[config.mk]
export PLATFORM = sky130hd
export DESIGN_NAME = ps2_host_tx
export DESIGN_NICKNAME = d
export VERILOG_FILES = /design/src/rtl/ps2_host_tx.sv
export SDC_FILE = /design/constraint.sdc
export NUM_CORES = 1
export LEC_CHECK = 0
export ABC_AREA = 1
export CELL_PAD_IN_SITES_DETAIL_PLACEMENT = 1
export CELL_PAD_IN_SITES_GLOBAL_PLACEMENT = 2
export CORE_ASPECT_RATIO = 1.75
export CORE_MARGIN = 3
export CORE_UTILIZATION = 30
export DETAILED_ROUTE_END_ITERATION = 7
export PLACE_DENSITY = 0.8
export SYNTH_ARGS = -nofsm -noshare
export SYNTH_HDL_FRONTEND = slang
export SYNTH_SLANG_ARGS = --single-unit
[constraint.sdc]
create_clock -name clk -period 2.1 [get_ports clk]
set_clock_uncertainty 0.1 [all_clocks]
set_input_delay 0.42 -clock clk [delete_from_list [all_inputs] [get_ports clk]]
set_output_delay 0.42 -clock clk [all_outputs]
set_load 0.03 [all_outputs]
[src/rtl/ps2_host_tx.sv]
// PS/2 host-to-device byte transmitter: inhibit, request-to-send, clocked frame out, device ACK check.
// Define PS2_TX_GLITCH_FILTER_EN to add a FILTER_LEN-cycle stability filter on the sampled clock line.
module ps2_host_tx #(
  parameter int INHIBIT_CYCLES = 10000,
  parameter int TIMEOUT_CYCLES = 1500000,
  parameter int FILTER_LEN     = 8
) (
  input  logic       clk,
  input  logic       rst,
  input  logic [7:0] tx_data,
  input  logic       tx_valid,
  output logic       tx_ready,
  output logic       busy,
  output logic       done,
  output logic       err,
  output logic [1:0] err_code,
  input  logic       ps2_clk_i,
  input  logic       ps2_data_i,
  output logic       ps2_clk_oe,
  output logic       ps2_data_oe
);

  localparam int CNT_MAX = (TIMEOUT_CYCLES > INHIBIT_CYCLES) ? TIMEOUT_CYCLES : INHIBIT_CYCLES;
  localparam int CNT_W   = $clog2(CNT_MAX + 1);
  localparam logic [CNT_W-1:0] INHIBIT_LOAD = CNT_W'(INHIBIT_CYCLES);
  localparam logic [CNT_W-1:0] TIMEOUT_LOAD = CNT_W'(TIMEOUT_CYCLES);

  localparam logic [2:0] S_IDLE      = 3'd0;
  localparam logic [2:0] S_INHIBIT   = 3'd1;
  localparam logic [2:0] S_RTS       = 3'd2;
  localparam logic [2:0] S_DATA      = 3'd3;
  localparam logic [2:0] S_PAR       = 3'd4;
  localparam logic [2:0] S_STOP      = 3'd5;
  localparam logic [2:0] S_ACK       = 3'd6;
  localparam logic [2:0] S_WAIT_IDLE = 3'd7;

  logic [1:0] clk_sync_reg;
  logic [1:0] data_sync_reg;
  logic       clk_line;
  logic       data_line;
  logic       clk_prev_reg;
  logic       fall;

  // Idle bus level is high, so synchronizers reset to 1 to avoid a false edge.
  always_ff @(posedge clk) begin
    if (rst) begin
      clk_sync_reg  <= 2'b11;
      data_sync_reg <= 2'b11;
    end else begin
      clk_sync_reg  <= {clk_sync_reg[0], ps2_clk_i};
      data_sync_reg <= {data_sync_reg[0], ps2_data_i};
    end
  end

  assign data_line = data_sync_reg[1];

`ifdef PS2_TX_GLITCH_FILTER_EN
  localparam int FLT_W = $clog2(FILTER_LEN + 1);

  logic             clk_filt_reg;
  logic [FLT_W-1:0] filt_cnt_reg;

  always_ff @(posedge clk) begin
    if (rst) begin
      clk_filt_reg <= 1'b1;
      filt_cnt_reg <= '0;
    end else if (clk_sync_reg[1] == clk_filt_reg) begin
      filt_cnt_reg <= '0;
    end else if (filt_cnt_reg == FLT_W'(FILTER_LEN - 1)) begin
      clk_filt_reg <= clk_sync_reg[1];
      filt_cnt_reg <= '0;
    end else begin
      filt_cnt_reg <= filt_cnt_reg + 1'b1;
    end
  end

  assign clk_line = clk_filt_reg;
`else
  // Filter length has no effect when the filter is not built.
  localparam int unused_filter_len = FILTER_LEN;

  assign clk_line = clk_sync_reg[1];
`endif

  always_ff @(posedge clk) begin
    if (rst) clk_prev_reg <= 1'b1;
    else     clk_prev_reg <= clk_line;
  end

  assign fall = clk_prev_reg & ~clk_line;

  logic [2:0]       state_reg;
  logic [CNT_W-1:0] cnt_reg;
  logic [7:0]       byte_reg;
  logic             parity_reg;
  logic [2:0]       bit_idx_reg;
  logic             clk_oe_reg;
  logic             data_oe_reg;
  logic             done_reg;
  logic             err_reg;
  logic [1:0]       err_code_reg;
  logic             cnt_last;

  assign cnt_last = (cnt_reg == CNT_W'(1));

  always_ff @(posedge clk) begin
    if (rst) begin
      state_reg    <= S_IDLE;
      cnt_reg      <= '0;
      byte_reg     <= '0;
      parity_reg   <= 1'b0;
      bit_idx_reg  <= '0;
      clk_oe_reg   <= 1'b0;
      data_oe_reg  <= 1'b0;
      done_reg     <= 1'b0;
      err_reg      <= 1'b0;
      err_code_reg <= 2'b00;
    end else begin
      done_reg <= 1'b0;
      err_reg  <= 1'b0;
      case (state_reg)
        S_IDLE: begin
          clk_oe_reg  <= 1'b0;
          data_oe_reg <= 1'b0;
          if (tx_valid) begin
            byte_reg     <= tx_data;
            parity_reg   <= ~^tx_data;
            err_code_reg <= 2'b00;
            cnt_reg      <= INHIBIT_LOAD;
            clk_oe_reg   <= 1'b1;
            state_reg    <= S_INHIBIT;
          end
        end
        S_INHIBIT: begin
          cnt_reg <= cnt_reg - 1'b1;
          // Start bit goes out one cycle ahead of the clock release.
          if (cnt_reg == CNT_W'(2)) data_oe_reg <= 1'b1;
          if (cnt_last) begin
            clk_oe_reg  <= 1'b0;
            data_oe_reg <= 1'b1;
            cnt_reg     <= TIMEOUT_LOAD;
            bit_idx_reg <= '0;
            state_reg   <= S_RTS;
          end
        end
        default: begin
          if (fall) cnt_reg <= TIMEOUT_LOAD;
          else      cnt_reg <= cnt_reg - 1'b1;

          if (state_reg == S_WAIT_IDLE && clk_line && data_line) begin
            done_reg  <= 1'b1;
            state_reg <= S_IDLE;
          end else if (!fall && cnt_last) begin
            err_reg      <= 1'b1;
            err_code_reg <= 2'b01;
            clk_oe_reg   <= 1'b0;
            data_oe_reg  <= 1'b0;
            state_reg    <= S_IDLE;
          end else if (fall) begin
            case (state_reg)
              S_RTS: state_reg <= S_DATA;
              S_DATA: begin
                data_oe_reg <= ~byte_reg[bit_idx_reg];
                bit_idx_reg <= bit_idx_reg + 1'b1;
                if (bit_idx_reg == 3'd7) state_reg <= S_PAR;
              end
              S_PAR: begin
                data_oe_reg <= ~parity_reg;
                state_reg   <= S_STOP;
              end
              S_STOP: begin
                data_oe_reg <= 1'b0;
                state_reg   <= S_ACK;
              end
              S_ACK: begin
                if (!data_line) begin
                  state_reg <= S_WAIT_IDLE;
                end else begin
                  err_reg      <= 1'b1;
                  err_code_reg <= 2'b10;
                  state_reg    <= S_IDLE;
                end
              end
              default: ;
            endcase
          end
        end
      endcase
    end
  end

  assign tx_ready    = (state_reg == S_IDLE);
  assign busy        = ~tx_ready;
  assign done        = done_reg;
  assign err         = err_reg;
  assign err_code    = err_code_reg;
  assign ps2_clk_oe  = clk_oe_reg;
  assign ps2_data_oe = data_oe_reg;

endmodule

-- Yosys cells after proc, flatten, opt, wreduce, memory -nomap -nowiden
Index checks and enable logic that the tools add are counted.
- logic and storage cells: 109
- bits in registers: 47
- input bits: 13
- output and inout bits: 8
- order comparisons: 1
- bitwise operators: 6
- reduce and logical (&&, ||, !) cells: 24
- muxes and demuxes: 45
- add/sub/neg operators: 2
- eq/ne operators: 18
- operators with widths (cell ; number):
    2-to-1 mux 21 bit ; 3
    case mux 21 bit (2 select lines) ; 1
    2-to-1 mux 3 bit ; 12
    equality test 21 x 1 -> 1 bit, second input constant ; 1
    equality test 21 x 2 -> 1 bit, second input constant ; 1
    subtractor 21 x 1 -> 21 bit, second input constant ; 1
    equality test 3 bit, second input constant ; 5
    2-to-1 mux 1 bit ; 15
    case mux 3 bit (5 select lines) ; 1
    2-to-1 mux 2 bit ; 6
    case mux 3 bit (2 select lines) ; 2
    AND reduction 6 bit ; 2
    nonzero test 3 bit ; 4
    nonzero test 9 bit ; 1
    XNOR reduction 8 bit ; 1
    equality test 3 x 2 -> 1 bit, second input constant ; 2
    inequality test 2 bit, second input constant ; 3
    inequality test 6 bit, second input constant ; 1
    nonzero test 6 bit ; 1
    NOT 1 bit ; 5
    AND reduction 5 bit ; 1
    nonzero test 5 bit ; 1
    less-than comparator 3 x 4 -> 1 bit, second input constant ; 1
    inequality test 2 x 1 -> 1 bit, second input constant ; 2
    other kinds (19) ; 23

-- Logic depth before layout (Yosys ltp)
Gate-level depths: netlist of run 1.
- depth in word-level cells: 8
- gate-level depth with buffers: 12
- gate-level depth less buffers: 12

-- Worst setup path before layout of run 1
OpenSTA, ideal clock, no wires.
- path kind: reg2reg
- from: register state_reg[1]
- to: register byte_reg[7]
- required time: 1.884 ns
- path buffers: 2
- cell stages (with the launch flop): 11
- period minus slack after synthesis: 1.667 ns
- setup time: 0.116 ns
- data arrival time: 1.451 ns
- slack: 0.433 ns
- cells stage by stage: dfxtp_1 > buf_4 > nor2_4 > inv_6 > nor2_8 > inv_4 > nor2_8 > inv_2 > buf_6 > o21ai_1 > a21oi_1
- longest elaborated chain between the ends: 2
- ends and longest elaborated chain (what ; RTL line ; text):
    start: declaration ; 92 ; logic [2:0] state_reg;
    start signal: assignment ; 108 ; state_reg <= S_IDLE;
    start signal: assignment ; 131 ; state_reg <= S_INHIBIT;
    start signal: assignment ; 143 ; state_reg <= S_RTS;
    logical NOT 3 bit ; - ;
    named net tx_ready ; 12 ; output logic tx_ready,
    AND reduction 2 bit (no line) ; - ;
    end signal: assignment ; 126 ; byte_reg <= tx_data;
    end: declaration ; 94 ; logic [7:0] byte_reg;
The timed path passes the listed nets, and every way through them passes these cells.
A chain may end at the register's enable or synchronous reset.

-- Final worst setup path of run 1
- from: register state_reg[2]
- to: output port busy
- longest elaborated chain between the ends: 2
- ends and longest elaborated chain (what ; RTL line ; text):
    logical NOT 3 bit ; 192 ; assign tx_ready = (state_reg == S_IDLE);
    NOT 1 bit (no line) ; - ;
    end: declaration ; 13 ; output logic busy,
Every way passes these cells.

==> impl_metrics.json, run 1 <==
{
  "status": "finished, final reports clean",
  "maximum_number_of_pins_on_one_net_before_global_route_repair": 16,
  "cpLargestDelayFamily": "flip-flops",
  "initial_drc_count": 79,
  "floorplan.die.height_um": 133,
  "cp_num_buf_inv": 3,
  "tritoncts_clock_tree": "done",
  "setup.reg_to_reg.worst_slack_ps": 210,
  "drcViolationCount": 0,
  "endpoints_failing_setup": 0,
  "hold_violations": 0,
  "critPathKind": "flop to output pin",
  "num_vias": 2705,
  "multi_input_area_sq_um": 1540,
  "critical_path.startpoint_type": "flop",
  "critical_path.endpoint_type": "output pin",
  "synth.lib_cells_used.distinct": 39,
  "fp-row-count": 45,
  "synth_seq_cells": 47,
  "routed_wl_um": 8590,
  "clk_pin_slew_ps": 70,
  "fill_cells": 1172,
  "insertedDiodeCount": 0,
  "crit_path_top_delay_cell": "sky130_fd_sc_hd__dfxtp_1",
  "synth-edff-count": 0,
  "cts_inserted_buffers": 5,
  "cts-hold-fix-buffers": 0,
  "final_core_area_utilization_pct": 37.8,
  "ioPinCount": 21,
  "worst_path_largest_cell_delay_ps": 420,
  "via_count_of_the_first_global_routing_pass": 2807,
  "routed_via_density": 4.85,
  "finalInstanceArea_sq_um": 3340,
  "maxSlewViolCount": 0,
  "dpl.hpwl_um": 6950,
  "cell_at_the_root_of_the_clock_tree": "sky130_fd_sc_hd__clkbuf_16",
  "gp_congestion": 0.913,
  "hold_path_class": "flop to flop",
  "worst-path-stages": 5,
  "netlist_instances": 403,
  "swShare_pct": 48.5,
  "layout.cells.most_common_list": "sky130_fd_sc_hd__nand2_1 (85), sky130_fd_sc_hd__nor2_1 (58), sky130_fd_sc_hd__inv_1 (47)",
  "stdcell_count": 558,
  "cts_max_path_buffers": 2,
  "die_area_sq_um": 10400,
  "syn2layout_area_growth_pct": 20.9,
  "grt_use_total_pct": 17.1,
  "fin_crit_sh_pct": 95.5,
  "cp_cell_sequence": "nor2_4, inv_6, nor2_8, inv_4, buf_4",
  "worst_slew_pin_slew_ps": 511,
  "pwr-share-clk_pct": 16.4,
  "unrepaired_setup_endpoints_after_global_routing": "no",
  "synth_area_leader_cell": "sky130_fd_sc_hd__dfxtp_1",
  "grt_overflow_total": 0,
  "number_of_iterations_in_the_first_detailed_routing_pass": 4,
  "layout.nets": 458,
  "wire_length_of_the_first_global_routing_pass_um": 13800,
  "max-slew-margin-rel_pct": 65.9,
  "grt_antenna_before_repair": 0,
  "worst_hold_path.num_cells": 1,
  "layout.cells.most_common": "sky130_fd_sc_hd__nand2_1",
  "largest_register_ffs": 21,
  "leakage_power_of_the_design_nw": 1.53,
  "die-width_um": 78.6,
  "insertion_delay_ps": 290,
  "hold_start": "clk_sync_reg[0]$_SDFF_PP1_",
  "initial_utilization_pct": 31.3,
  "placedCellCount": 549,
  "max_freq_mhz": 499,
  "cts_num_sinks": 47,
  "port-buffer-count": 20,
  "synth-warning-count": 0,
  "max-vdd-ir-drop_mv": 0.652,
  "core-area_sq_um": 8840,
  "htree_levels": 2,
  "post_route_cells_drive_above_1_share_pct": 14.7,
  "worst_hold_path.endpoint": "clk_sync_reg[1]$_SDFF_PP1_",
  "per_instance_average_area_after_synthesis_sq_um": 6.86,
  "cp_max_fo": 9,
  "finalCriticalPeriod_ps": 2010,
  "max_cap_viol_count": 0,
  "leading_cell_types_by_total_area_after_synthesis": "sky130_fd_sc_hd__dfxtp_1 (34%), sky130_fd_sc_hd__nand2_1 (12%), sky130_fd_sc_hd__nor2_1 (7.9%)",
  "seqPwrFrac_pct": 26.5,
  "dominantRegCellSynth": "sky130_fd_sc_hd__dfxtp_1",
  "power.net_switching_w": 0.00256,
  "synth_fp_nets": 421,
  "antenna_violating_nets_post_route": 0,
  "reg2reg_capture_point": "cnt_reg[16]$_SDFFE_PP0P_",
  "wl_per_cell_um": 15.4,
  "pwr_density_cell_nw_per_um2": 1580,
  "final.setup.tns_ps": 0,
  "crit-reg2reg-launch": "state_reg[2]$_SDFFE_PP0P_",
  "placed_cell_area_sq_um": 3170,
  "register_area_sq_um": 942,
  "asyncSetResetFlopFracSynth_pct": 0,
  "r2r.worst_path.cells": 8,
  "syn-cell-area_sq_um": 2760,
  "cp.required_ps": 1580,
  "netlist.area_leader.share_pct": 34.0,
  "power_report.internal_total_w": 0.00272,
  "p_comb_share_pct": 57.1,
  "seq_area_frac_synth_pct": 34.0,
  "cp.arrival_ps": 1490
}
-- kinds of logic after synthesis --
| kind of cell | Yosys count | synth area share [%] |
|---|---|---|
| AND/OR/NAND/NOR | 213 | 35.9 |
| buffers and inverters | 62 | 10.1 |
| AO/OA/AOI/OAI | 60 | 12.6 |
| flip-flops | 47 | 34.0 |
| XOR/XNOR | 16 | 5.07 |
| adder cells (fa/ha/maj) | 5 | 2.26 |
-- metal layers --
layer | share of wire [%] | global-route usage, %
met4 | 3.3 | 7.59
met3 | 2.1 | 2.04
met2 | 58 | 34.8
met1 | 36 | 16.4
met5 | 0 | 0
-- cells in the mapped netlist (5+ instances only) --
library cell and instances:
sky130_fd_sc_hd__inv_1 47, sky130_fd_sc_hd__o21ai_0 21, sky130_fd_sc_hd__o211ai_1 6, sky130_fd_sc_hd__nand3_1 30, sky130_fd_sc_hd__a21oi_1 21, sky130_fd_sc_hd__dfxtp_1 47, sky130_fd_sc_hd__ha_1 5, sky130_fd_sc_hd__nor2_2 9
sky130_fd_sc_hd__xnor2_1 9, sky130_fd_sc_hd__nand2_1 85, sky130_fd_sc_hd__nand4_1 8, sky130_fd_sc_hd__xor2_1 7, sky130_fd_sc_hd__or2_2 6, sky130_fd_sc_hd__nor2_1 58
-- stage by stage --
step                worst slack, ps  hold WS [ps]  power (W)
finish                         94.5           311    0.00528
global route                   15.5           338    0.00574
CTS                            23.4           314    0.00536
detailed placement              118           297    0.00445
global placement                126           292    0.00438
floorplan                       433           289    0.00349
-- timing repair --
| item | 4_1_cts | 5_1_grt |
|---|---|---|
| setup endpoints to repair | 0 | 1 |
| setup buffers | 0 | 1 |
| resized for setup | 0 | 1 |
-- power by group through the flow --
stage / registers, W / clock network [W] / logic (W)
floorplan: 0.00134 / 0 / 0.00214
global placement: 0.00141 / 0 / 0.00296
detailed placement: 0.00142 / 0 / 0.00303
CTS: 0.00140 / 0.000898 / 0.00305
global route: 0.00144 / 0.000920 / 0.00338
finish: 0.00140 / 0.000865 / 0.00301
-- how the worst max path moves through the flow --
stage	startpoint	to	slack (ps)
3_3_place_gp	tx_valid	cnt_reg[16]$_SDFFE_PP0P_	130
4_1_cts	state_reg[2]$_SDFFE_PP0P_	busy	20
3_5_place_dp	tx_valid	cnt_reg[16]$_SDFFE_PP0P_	120
2_1_floorplan	state_reg[1]$_SDFFE_PP0P_	byte_reg[7]$_SDFFE_PP0P_	430
5_1_grt	cnt_reg[1]$_SDFFE_PP0P_	cnt_reg[17]$_SDFFE_PP0P_	20
6_report	state_reg[2]$_SDFFE_PP0P_	busy	90
-- area by class of cell --
| class | instances | share of cell area [%] |
|---|---|---|
| Clock buffer | 7 | 4.57 |
| Clock inverter | 1 | 0.225 |
| Inverter | 52 | 6.10 |
| Multi-Input combinational cell | 294 | 46.2 |
| Sequential cell | 47 | 28.2 |
| Tap cell | 117 | 4.38 |
| Timing Repair Buffer | 40 | 10.3 |
Note: power is estimated with default switching activity, not from simulation.
==> run 2, diff against run 1 <==
--- a/config.mk
+++ b/config.mk
@@ -10,9 +10,11 @@
 export CELL_PAD_IN_SITES_GLOBAL_PLACEMENT = 2
 export CORE_ASPECT_RATIO = 1.75
 export CORE_MARGIN = 3
-export CORE_UTILIZATION = 30
+export CORE_UTILIZATION = 33
+export CTS_CLUSTER_SIZE = 25
 export DETAILED_ROUTE_END_ITERATION = 7
-export PLACE_DENSITY = 0.8
+export GPL_ROUTABILITY_DRIVEN = 0
+export PLACE_DENSITY = 0.87
 export SYNTH_ARGS = -nofsm -noshare
 export SYNTH_HDL_FRONTEND = slang
 export SYNTH_SLANG_ARGS = --single-unit
==> impl_metrics.json, run 2 (synthesis gave the netlist of run 1 again) <==
{
  "cp_max_fo": 9,
  "final.setup.tns_ps": 0,
  "grt_antenna_before_repair": 0,
  "number_of_iterations_in_the_first_detailed_routing_pass": 4,
  "critical_path.startpoint_type": "flop",
  "worst_slew_pin_slew_ps": 508,
  "critPathKind": "flop to output pin",
  "num_vias": 2699,
  "post_route_cells_drive_above_1_share_pct": 14.2,
  "ioPinCount": 21,
  "clk_pin_slew_ps": 60,
  "cts_max_path_buffers": 2,
  "insertedDiodeCount": 0,
  "cp.arrival_ps": 1470,
  "largest_register_ffs": 21,
  "cpLargestDelayFamily": "simple AND/OR/NAND/NOR gates",
  "fill_cells": 1041,
  "unrepaired_setup_endpoints_after_global_routing": "no",
  "endpoints_failing_setup": 0,
  "post_cts.repair.setup_buffers": 0,
  "via_count_of_the_first_global_routing_pass": 2838,
  "finalCriticalPeriod_ps": 1990,
  "tritoncts_clock_tree": "done",
  "initial_utilization_pct": 34.5,
  "max-vdd-ir-drop_mv": 0.574,
  "layout.nets": 455,
  "initial_drc_count": 63,
  "dpl.hpwl_um": 6540,
  "leakage_power_of_the_design_nw": 1.53,
  "wire_length_of_the_first_global_routing_pass_um": 13500,
  "hold_path_class": "flop to flop",
  "cts_inserted_buffers": 5,
  "grt_use_total_pct": 18.7,
  "core-area_sq_um": 8020,
  "syn2layout_area_growth_pct": 20.1,
  "cp_cell_sequence": "nor2_4, inv_6, nor2_8, inv_4, buf_4",
  "cp.required_ps": 1580,
  "hold_violations": 0,
  "routed_wl_um": 8210,
  "fin_crit_sh_pct": 94.9,
  "postCtsResizedCells": 0,
  "pwr_density_cell_nw_per_um2": 1620,
  "wl_per_cell_um": 15.6,
  "max-slew-margin-rel_pct": 66.1,
  "finalHoldWorstSlack_ps": 314,
  "worst_path_largest_cell_delay_ps": 380,
  "max_freq_mhz": 502,
  "grt_overflow_total": 0,
  "cts_num_sinks": 47,
  "insertion_delay_ps": 290,
  "crit_path_top_delay_cell": "sky130_fd_sc_hd__dfxtp_1",
  "status": "finished, final reports clean",
  "port-buffer-count": 20,
  "maxSlewViolCount": 0,
  "floorplan.die.height_um": 127,
  "fp-row-count": 43,
  "maximum_number_of_pins_on_one_net_before_global_route_repair": 18,
  "layout.cells.most_common": "sky130_fd_sc_hd__nand2_1",
  "cp_num_buf_inv": 3,
  "cts-hold-fix-buffers": 0,
  "antenna_violating_nets_post_route": 0,
  "final_core_area_utilization_pct": 41.4,
  "critical_path.endpoint_type": "output pin",
  "die-width_um": 75.2,
  "max_cap_viol_count": 0,
  "die_area_sq_um": 9550,
  "layout.cells.most_common_list": "sky130_fd_sc_hd__nand2_1 (85), sky130_fd_sc_hd__nor2_1 (58), sky130_fd_sc_hd__inv_1 (47)",
  "drcViolationCount": 0,
  "routed_via_density": 5.11,
  "htree_levels": 2,
  "cell_at_the_root_of_the_clock_tree": "sky130_fd_sc_hd__clkbuf_16"
}
[run 2: final timing paths]
kind,from,endpoint,slack (ps),depth (start not counted)
worst max-delay path,state_reg[1]$_SDFFE_PP0P_,busy,110,5
worst max register to register,cnt_reg[1]$_SDFFE_PP0P_,state_reg[1]$_SDFFE_PP0P_,170,9
worst min register to register,data_sync_reg[0]$_SDFF_PP1_,data_sync_reg[1]$_SDFF_PP1_,310,1
worst min-delay path,data_sync_reg[0]$_SDFF_PP1_,data_sync_reg[1]$_SDFF_PP1_,310,1
[run 2: stage by stage]
step	setup WS [ps]	power (W)	cell area, sq um	cells
finish	107	0.00538	3320	528
global route	2.45	0.00584	3320	528
CTS	34.9	0.00543	3310	528
detailed placement	119	0.00436	3120	520
global placement	158	0.00431	3120	520
floorplan	433	0.00349	2760	403
[run 2: worst register-to-register path, delay by kind of cell (launching register included)]
| family | cells | cell delay, ps |
|---|---|---|
| flops | 1 | 340 |
| simple gates | 7 | 1130 |
| buf+inv | 1 | 90 |
| fa+ha+maj | 1 | 150 |
[run 2: layout make-up]
cell class	count	area [sq um]	area share, %
clock buffers	6	129	3.88
clock inverters	2	60.1	1.81
inverters	52	204	6.14
multi-input cells	294	1550	46.7
flip-flops and latches	47	942	28.4
well taps	90	113	3.39
repair buffers	37	323	9.72
[run 2: power by group]
part / internal [W] / leakage, nW / switching [W]
registers: 0.00114 / 0.386 / 0.000246
clock network: 0.000683 / 0.0911 / 0.000349
logic: 0.00104 / 1.05 / 0.00192
[run 2: metal layers]
metal	wire (um)	track usage [%]
met5	0	0
met4	397	10.6
met3	138	2.13
met2	4710	35.7
met1	2960	18.1
